File: config.mk
export PLATFORM = sky130hd
export DESIGN_NAME = bram_dump_reader
export DESIGN_NICKNAME = d
export VERILOG_FILES = /design/src/rtl/bram_dump_reader.sv
export SDC_FILE = /design/constraint.sdc
export NUM_CORES = 1
export LEC_CHECK = 0
export CORE_MARGIN = 2
export CORE_UTILIZATION = 44
export CTS_CLUSTER_SIZE = 30
export DETAILED_ROUTE_END_ITERATION = 10
export HOLD_SLACK_MARGIN = 0.05
export PLACE_DENSITY = 0.78
export SETUP_SLACK_MARGIN = 0.15
export SLEW_MARGIN = 0
export SYNTH_ARGS = -nofsm -noshare
export SYNTH_HDL_FRONTEND = slang
export SYNTH_SLANG_ARGS = --single-unit
File: constraint.sdc
create_clock -name i_clk -period 2.4 [get_ports i_clk]
set_input_delay 0.36 -clock i_clk [delete_from_list [all_inputs] [get_ports i_clk]]
set_output_delay 0.36 -clock i_clk [all_outputs]
set_load 0.02 [all_outputs]
File: src/rtl/bram_dump_reader.sv
// Walks a word range of a bram32 instance through its debug read port and
// streams each word out on valid/ready with its byte address and a last flag.
module bram_dump_reader #(
  parameter int ADDR_WIDTH = 10,
  parameter int DATA_WIDTH = 32
) (
  input  logic                  i_clk,
  input  logic                  i_rst,
  input  logic                  i_start,
  input  logic [ADDR_WIDTH-1:0] i_base_addr,
  input  logic [ADDR_WIDTH-1:0] i_word_count,
  output logic                  o_busy,
  output logic                  o_done,
  output logic [ADDR_WIDTH-1:0] o_dbg_addr,
  input  logic [DATA_WIDTH-1:0] i_dbg_data,
  output logic                  o_m_valid,
  input  logic                  i_m_ready,
  output logic [DATA_WIDTH-1:0] o_m_data,
  output logic [ADDR_WIDTH-1:0] o_m_addr,
  output logic                  o_m_last
);

  typedef enum logic [1:0] {S_IDLE, S_READ, S_SEND, S_DONE} state_t;

  localparam logic [ADDR_WIDTH-1:0] ONE  = ADDR_WIDTH'(1);
  localparam logic [ADDR_WIDTH-1:0] STEP = ADDR_WIDTH'(4);

  state_t                r_state;
  logic [ADDR_WIDTH-1:0] r_cur_addr;
  logic [ADDR_WIDTH-1:0] r_remaining;
  logic                  r_busy;
  logic                  r_done;
  logic                  r_m_valid;
  logic [DATA_WIDTH-1:0] r_m_data;
  logic [ADDR_WIDTH-1:0] r_m_addr;
  logic                  r_m_last;

  always_ff @(posedge i_clk) begin
    if (i_rst) begin
      r_state     <= S_IDLE;
      r_cur_addr  <= '0;
      r_remaining <= '0;
      r_busy      <= 1'b0;
      r_done      <= 1'b0;
      r_m_valid   <= 1'b0;
      r_m_data    <= '0;
      r_m_addr    <= '0;
      r_m_last    <= 1'b0;
    end else begin
      case (r_state)
        S_IDLE: begin
          if (i_start) begin
            r_cur_addr  <= {i_base_addr[ADDR_WIDTH-1:2], 2'b00};
            r_remaining <= i_word_count;
            r_busy      <= 1'b1;
            if (i_word_count == '0) begin
              r_state <= S_DONE;
              r_done  <= 1'b1;
            end else begin
              r_state <= S_READ;
            end
          end
        end
        S_READ: begin
          // Debug port is combinational, so the word for r_cur_addr is valid now.
          r_m_data  <= i_dbg_data;
          r_m_addr  <= r_cur_addr;
          r_m_last  <= (r_remaining == ONE);
          r_m_valid <= 1'b1;
          r_state   <= S_SEND;
        end
        S_SEND: begin
          if (i_m_ready) begin
            r_m_valid <= 1'b0;
            if (r_remaining == ONE) begin
              r_state <= S_DONE;
              r_done  <= 1'b1;
            end else begin
              r_cur_addr  <= r_cur_addr + STEP;
              r_remaining <= r_remaining - ONE;
              r_state     <= S_READ;
            end
          end
        end
        S_DONE: begin
          r_done  <= 1'b0;
          r_busy  <= 1'b0;
          r_state <= S_IDLE;
        end
        default: r_state <= S_IDLE;
      endcase
    end
  end

  assign o_busy     = r_busy;
  assign o_done     = r_done;
  assign o_dbg_addr = r_cur_addr;
  assign o_m_valid  = r_m_valid;
  assign o_m_data   = r_m_data;
  assign o_m_addr   = r_m_addr;
  assign o_m_last   = r_m_last;

endmodule

# Word-level counts from Yosys, hierarchy flattened
# Cells that the tools add are included.
# totals
latch_bits	0
reg_bits	68
memories	0
output_inout_bits	56
mem_bits_rw	0
mem_bits_ro	0
elab_cells	53
# classes
n_mul	0
n_lt_le_gt_ge	0
add_sub_neg	2
div	0
mux	22
shifts	0
n_reduce_logical	11
n_bitwise	0
eq_ne	9
# ops
op	count
two-way mux 10 bit	6
case mux 10 bit (2 select lines)	2
adder 10 x 3 -> 10 bit (second input constant)	1
== test 10 x 1 -> 1 bit (second input constant)	1
logical NOT 10 bit	1
!= test 2 bit (second input constant)	5
subtractor 10 x 1 -> 10 bit (second input constant)	1
two-way mux 2 bit	4
case mux 2 bit (4 select lines)	1
two-way mux 1 bit	6
AND reduction 2 bit	3
nonzero test 2 bit	3
AND reduction 5 bit	1
== test 2 bit (second input constant)	2
case mux 1 bit (2 select lines)	2
AND reduction 4 bit	1
case mux 1 bit (3 select lines)	1
nonzero test 3 bit	1
== test 2 x 1 -> 1 bit (second input constant)	1
logical NOT 2 bit	1

# Logic depth before layout (Yosys ltp)
# Gate-level depths: netlist of run 1.
# logic_depth
depth_word	4
ltp_mapped	7
mapped_depth_nobuf	6

# Worst setup path after synthesis of run 1
# No wires, ideal clock.
# synth_timing
path_kind	register to register
start	reg r_remaining[5]
end	reg r_cur_addr[7], in the netlist o_dbg_addr[7]
t_required_ns	2.312
path_stages_with_launch	7
setup_slack_ns	0.452
path_buffers	2
setup_ns	0.088
t_arrival_ns	1.860
path_cell_list	dfxtp_1 or4_1 buf_2 or4_1 buf_2 a311o_1 o31ai_1
# synth_via
elab_chain_cells	3
# synth_rtl
item	line	text
start: declaration	30	logic [ADDR_WIDTH-1:0] r_remaining;
start signal: assignment	54	r_remaining <= i_word_count;
start signal: assignment	80	r_remaining <= r_remaining - ONE;
== test 10 x 1 -> 1 bit	75	if (r_remaining == ONE) begin
!= test 2 bit (no line)	--	
AND reduction 4 bit (no line)	--	
end signal: assignment	53	r_cur_addr <= {i_base_addr[ADDR_WIDTH-1:2], 2'b00};
end signal: assignment	79	r_cur_addr <= r_cur_addr + STEP;
end: declaration	29	logic [ADDR_WIDTH-1:0] r_cur_addr;
# No other way between the ends.
# A chain may end at the register's enable or synchronous reset.

# Final worst setup path of run 1
# layout_timing
start	reg r_remaining[5]
end	reg r_remaining[3]
# layout_via
elab_chain_cells	3
# layout_rtl
item	line
== test 10 x 1 -> 1 bit	75
!= test 2 bit (no line)	--
AND reduction 4 bit (no line)	--
# No other way between the ends.

==> results of run 1 <==
## worst max-delay path, stage by stage, from the launching register on
cell and delay, ns:
dfxtp_1 0.35, or4_1 0.54, or4_1 0.57, nand2_1 0.39, o32ai_1 0.14
## kinds of logic (layout without fill, tap and decap cells)
group                    count (synthesis)  in the layout  share of synthesized area
other                                    1              4                    0.00131
adder cells (fa/ha/maj)                  3              3                     0.0131
flip-flops                              64             64                      0.447
multiplexers                             1              1                    0.00350
buffers and inverters                   40            143                     0.0590
AO/OA/AOI/OAI                          104            104                      0.226
AND/OR/NAND/NOR                        157            157                      0.249
## power breakdown
group | leakage [nW] | internal [mW] | switching, mW
logic | 0.884 | 0.318 | 0.351
registers | 0.523 | 1.14 | 0.0699
clock network | 0.0927 | 0.459 | 0.400
total | 1.50 | 1.91 | 0.821
## cells in the final DEF, fill, tap and decap left out, types with 2 or more instances in the layout
cell type / n
nor2_1: 13
clkbuf_8: 12
or4_1: 5
nand4_1: 6
or2_2: 2
o31ai_1: 9
a2111oi_0: 2
buf_4: 15
ha_1: 3
and3_1: 2
nand2b_1: 4
o32ai_1: 2
dfxtp_1: 64
nor4_1: 8
nor3_1: 4
clkdlybuf4s50_1: 104
o311ai_0: 4
a32o_1: 3
clkbuf_1: 2
o21bai_1: 2
o21ai_0: 6
nor3b_1: 2
a21oi_1: 57
a31oi_1: 5
a211o_1: 4
a311o_1: 2
inv_1: 6
a211oi_1: 2
nand3_1: 10
nand2_1: 95
conb_1: 4
## layer usage
layer	wire length, um	share of wire	up-vias	track usage
li1	-	-	1501	-
met1	3480	0.44	1351	0.303
met2	3750	0.47	110	0.351
met3	578	0.073	14	0.0580
met4	161	0.020	0	0.0837
met5	0	0	-	0
## state kept, by name (all words and copies together) (netlist names)
name         count
o_m_data        32
r_remaining     10
o_dbg_addr       8
o_m_addr         8
r_state          2
o_busy           1
o_done           1
o_m_last         1
o_m_valid        1
## through the flow
stage	cell area [sq um]	hold slack (ns)	worst slack (ns)	power [mW]	cells
global placement	4010	0.441	0.280	1.88	537
finish	4200	0.425	0.287	2.74	553
CTS	4200	0.413	0.314	2.75	553
detailed placement	4010	0.447	0.283	1.90	537
global route	4200	0.430	0.211	2.88	553
floorplan	2880	0.456	0.452	1.59	373
## cell type report
cell class | count | area (sq um) | share of cell area
inverter | 6 | 22.5 | 0.00537
clock buffer | 14 | 173 | 0.0411
tap | 77 | 96.3 | 0.0230
sequential | 64 | 1280 | 0.305
clock inverter | 2 | 12.5 | 0.00298
multi-input combinational | 269 | 1430 | 0.341
timing repair buffer | 121 | 1180 | 0.281
## final timing paths
kind | start | end | slack (ns) | cells after the start
setup reg to reg | r_remaining[5] | r_remaining[3] | 0.29 | 4
hold / removal | i_rst | o_m_data[23] | 0.43 | 2
setup / recovery | r_remaining[5] | r_remaining[3] | 0.29 | 4
hold reg to reg | o_m_data[25] | o_m_data[25] | 0.45 | 2
==> results.py, run 1 <==
metrics = {
    "cells_and_area": {
        "layout-drive-gt1-share": 0.0777,
        "nets": 530,
        "final_core_util": 0.665,
        "fill_cells": 563,
        "antennaDiodeCount": 0,
        "area_growth_pct": 46.5,
    },
    "clocking": {
        "cts_root_buffer": "clkbuf_8",
        "worstSkewPairLatency_ns": 0.33,
        "cts_setup_buffers": 0,
        "ctsResizeCount": 0,
        "ctsHoldBuffers": 0,
        "htree_levels": 3,
        "clockBufferDepth": 2,
        "cts.clk_slew.worst_paths_ns": 0.07,
        "cts_made_buffers": 9,
        "numClockSinks": 64,
        "cts_tree": "done",
    },
    "drt": {
        "vias": 2976,
        "wl_per_cell_um": 14.4,
        "drc": 0,
        "routed_wl_mm": 7.97,
        "firstDrtPassIters": 4,
        "routed_via_density": 5.38,
        "ant_nets": 0,
        "drt_iter0_markers": 187,
    },
    "synth": {
        "yosysTopAreaCellShare": 0.447,
        "synthCells": 370,
        "netlist_area_sq_um": 2860,
        "synthFlopType": "dfxtp_1",
        "netlist_top_cells_area": "dfxtp_1 45%, nand2_1 12%, a21oi_1 10%",
        "synthTopCellsByCount": "95 x nand2_1, 64 x dfxtp_1, 57 x a21oi_1, 27 x clkbuf_1, 13 x nor2_1",
        "ys_seq_elements": 64,
        "yosysMostFrequentCell": "nand2_1",
        "synth_edf_count": 0,
        "ys_seq_area_frac": 0.447,
        "syn_area_per_cell_sq_um": 7.74,
        "synthArstFlopShare": 0,
        "synth_warnings": 0,
        "yosysUniqueCellTypes": 42,
        "synth_area_leader_cell": "dfxtp_1",
    },
    "floorplanning": {
        "dieArea_sq_um": 7170,
        "die_h_um": 84.7,
        "coreArea_sq_um": 6310,
        "placementRows": 29,
        "fp.dieW_um": 84.7,
        "ios": 112,
        "initial_core_util": 0.454,
    },
    "sta": {
        "skew_ns": 0.00505,
        "relSlewSlack": 0.652,
        "fmax_mhz": 473,
        "post-route-min-period_ns": 2.11,
        "finalCritPeriodShare": 0.880,
        "hold_viol": 0,
        "setup_viol": 0,
        "setup_tns_ns": 0,
        "slew_viol_final": 0,
        "worst_pin_slew_ns": 0.521,
        "rsz0062_at_grt": "no",
    },
    "grt": {
        "grt_pass1_vias": 2745,
        "grt_first_pass_wirelength_mm": 13.2,
        "grt_usage": 0.226,
        "antenna_found_initial": 0,
        "grt-ovfl-total": 0,
        "grt_max_degree": 37,
    },
    "hold_path": {
        "hold_path.class": "in -> reg",
    },
    "placement": {
        "gp_congestion": 0.892,
        "dpl.hpwl_mm": 5.54,
        "numPortBuffers": 105,
    },
    "power_and_ir_drop": {
        "p_leak_nw": 1.50,
        "ir_drop_v": 0.000423,
        "power_density_nw_per_um2": 652,
    },
    "critical_path": {
        "cp-end-kind": "flip-flop",
        "critPathRequiredTime_ns": 2.61,
        "cp_data_arrival_time_ns": 2.32,
        "worstSetupPathType": "reg -> reg",
        "critical_path_peak_fanout": 8,
        "critPathLaunchType": "flip-flop",
    },
    "flow_run": {
        "timing.max_cap.violations": 0,
    },
    "run_status": {
        "status": "completed",
    },
}
(Power assumes the default switching activity.)
==> run 2, diff against run 1 <==
--- a/config.mk
+++ b/config.mk
@@ -10,7 +10,7 @@
 export CTS_CLUSTER_SIZE = 30
 export DETAILED_ROUTE_END_ITERATION = 10
 export HOLD_SLACK_MARGIN = 0.05
-export PLACE_DENSITY = 0.78
+export PLACE_DENSITY = 0.81
 export SETUP_SLACK_MARGIN = 0.15
 export SLEW_MARGIN = 0
 export SYNTH_ARGS = -nofsm -noshare
==> results.py, run 2 (synthesis results as in run 1) <==
metrics = {
    "drt": {
        "ant_nets": 0,
        "wl_per_cell_um": 14.7,
        "routed_via_density": 5.52,
        "routed_wl_mm": 8.11,
        "firstDrtPassIters": 5,
        "drt_iter0_markers": 116,
        "vias": 3052,
        "drc": 0,
    },
    "grt": {
        "grt_first_pass_wirelength_mm": 13.3,
        "antenna_found_initial": 0,
        "grt_pass1_vias": 2894,
        "grt-ovfl-total": 0,
        "grt_max_degree": 42,
        "grt_usage": 0.225,
    },
    "critical_path": {
        "crit_family": "simple AND/OR/NAND/NOR gates",
        "cp_data_arrival_time_ns": 2.34,
        "critPathRequiredTime_ns": 2.60,
        "cpPeakStageDelay_ns": 0.59,
        "r2r-end": "r_remaining[3]",
        "cp.depth": 4,
        "critPathLaunchType": "flip-flop",
        "cpMostUsedCell": "or4_1",
        "crit_end": "r_remaining[3]",
        "worstSetupPathType": "reg -> reg",
        "crit_buf_inv": 0,
        "reg2reg_depth": 4,
        "reg2reg_slack_ns": 0.26,
        "reg2reg_from": "r_remaining[5]",
        "critical_path_peak_fanout": 8,
        "path_cells": "or4_1 -> or4_1 -> nand2_1 -> o32ai_1",
        "critPathSlowestCell": "or4_1",
        "cp-end-kind": "flip-flop",
        "cp-startpoint": "r_remaining[5]",
    },
    "floorplanning": {
        "ios": 112,
        "die_h_um": 84.7,
        "initial_core_util": 0.454,
        "placementRows": 29,
        "dieArea_sq_um": 7170,
        "fp.dieW_um": 84.7,
        "coreArea_sq_um": 6310,
    },
    "sta": {
        "hold-worst-slack_ns": 0.453,
        "finalCritPeriodShare": 0.891,
        "setup_tns_ns": 0,
        "rsz0062_at_grt": "no",
        "relSlewSlack": 0.648,
        "fmax_mhz": 468,
        "skew_ns": 0.00591,
        "slew_viol_final": 0,
        "post-route-min-period_ns": 2.14,
        "hold_viol": 0,
        "worst_pin_slew_ns": 0.527,
        "setup_viol": 0,
    },
    "clocking": {
        "htree_levels": 3,
        "cts.clk_slew.worst_paths_ns": 0.07,
        "cts_tree": "done",
        "worstSkewPairLatency_ns": 0.33,
        "cts_root_buffer": "clkbuf_8",
        "ctsHoldBuffers": 0,
        "cts_made_buffers": 9,
        "numClockSinks": 64,
        "ctsResizeCount": 0,
        "cts_setup_buffers": 0,
        "clockBufferDepth": 2,
    },
    "power_and_ir_drop": {
        "ir_drop_v": 0.000459,
        "finalPower_mw": 2.76,
        "p_leak_nw": 1.50,
        "power_density_nw_per_um2": 658,
    },
    "cells_and_area": {
        "mostFrequentLayoutCells": "104 x clkdlybuf4s50_1, 95 x nand2_1, 64 x dfxtp_1",
        "largest_register_ffs": 32,
        "layout-drive-gt1-share": 0.0756,
        "antennaDiodeCount": 0,
        "nets": 530,
        "area_growth_pct": 46.4,
        "layout_commonest_cell": "clkdlybuf4s50_1",
    },
    "hold_path": {
        "hold_path.class": "reg -> reg",
    },
    "placement": {
        "dpl.hpwl_mm": 5.63,
        "numPortBuffers": 105,
        "gp_congestion": 0.884,
    },
    "flow_run": {
        "timing.max_cap.violations": 0,
    },
    "run_status": {
        "status": "completed",
    },
}
-- run 2: cell count changes in the layout (fill, tap and decap cells not counted) --
cell,previous run,this run
clkbuf_8,12,9
bufinv_16,0,1
clkbuf_1,2,3
clkinvlp_4,1,0
clkinv_2,1,3
-- run 2: worst reg2reg max path, stage by stage (launching register included) --
cell,delay [ns]
dfxtp_1,0.35
or4_1,0.55
or4_1,0.59
nand2_1,0.38
o32ai_1,0.15
-- run 2: stage by stage --
stage | utilization | std cells | cell area, sq um | setup WS [ns]
3_5_place_dp | 0.635 | 537 | 4010 | 0.269
2_1_floorplan | - | 373 | 2880 | 0.452
4_1_cts | 0.664 | 553 | 4190 | 0.271
3_3_place_gp | 0.635 | 537 | 4010 | 0.329
6_report | 0.664 | 553 | 4190 | 0.262
5_1_grt | 0.664 | 553 | 4190 | 0.187
-- run 2: layout make-up --
type | count | area [sq um]
clock buffer | 12 | 135
clock inverter | 4 | 45.0
fill | 568 | 2120
inverter | 6 | 22.5
multi-input combinational | 269 | 1430
sequential | 64 | 1280
tap | 77 | 96.3
timing repair buffer | 121 | 1180
-- run 2: how the worst min path moves through the flow --
stage / slack, ns / end / startpoint / cells after the start
2_1_floorplan: 0.46 / r_remaining[4] / r_remaining[4] / 2
3_3_place_gp: 0.44 / o_m_addr[7] / o_m_addr[7] / 2
3_5_place_dp: 0.45 / o_m_data[16] / o_m_data[16] / 2
4_1_cts: 0.45 / o_m_valid / i_rst / 2
5_1_grt: 0.48 / o_m_last / o_m_last / 2
6_report: 0.45 / o_m_data[26] / o_m_data[26] / 2
-- run 2: metal layers --
metal / global-route usage / share of wire
met1: 0.295 / 0.44
met2: 0.351 / 0.48
met3: 0.0403 / 0.063
met4: 0.127 / 0.018
met5: 0 / 0
-- run 2: power by group --
part	internal, mW	leakage (nW)	switching (mW)	total (mW)
clock network	0.476	0.0941	0.397	0.873
registers	1.14	0.523	0.0675	1.21
logic	0.318	0.884	0.360	0.678
total	1.93	1.50	0.824	2.76
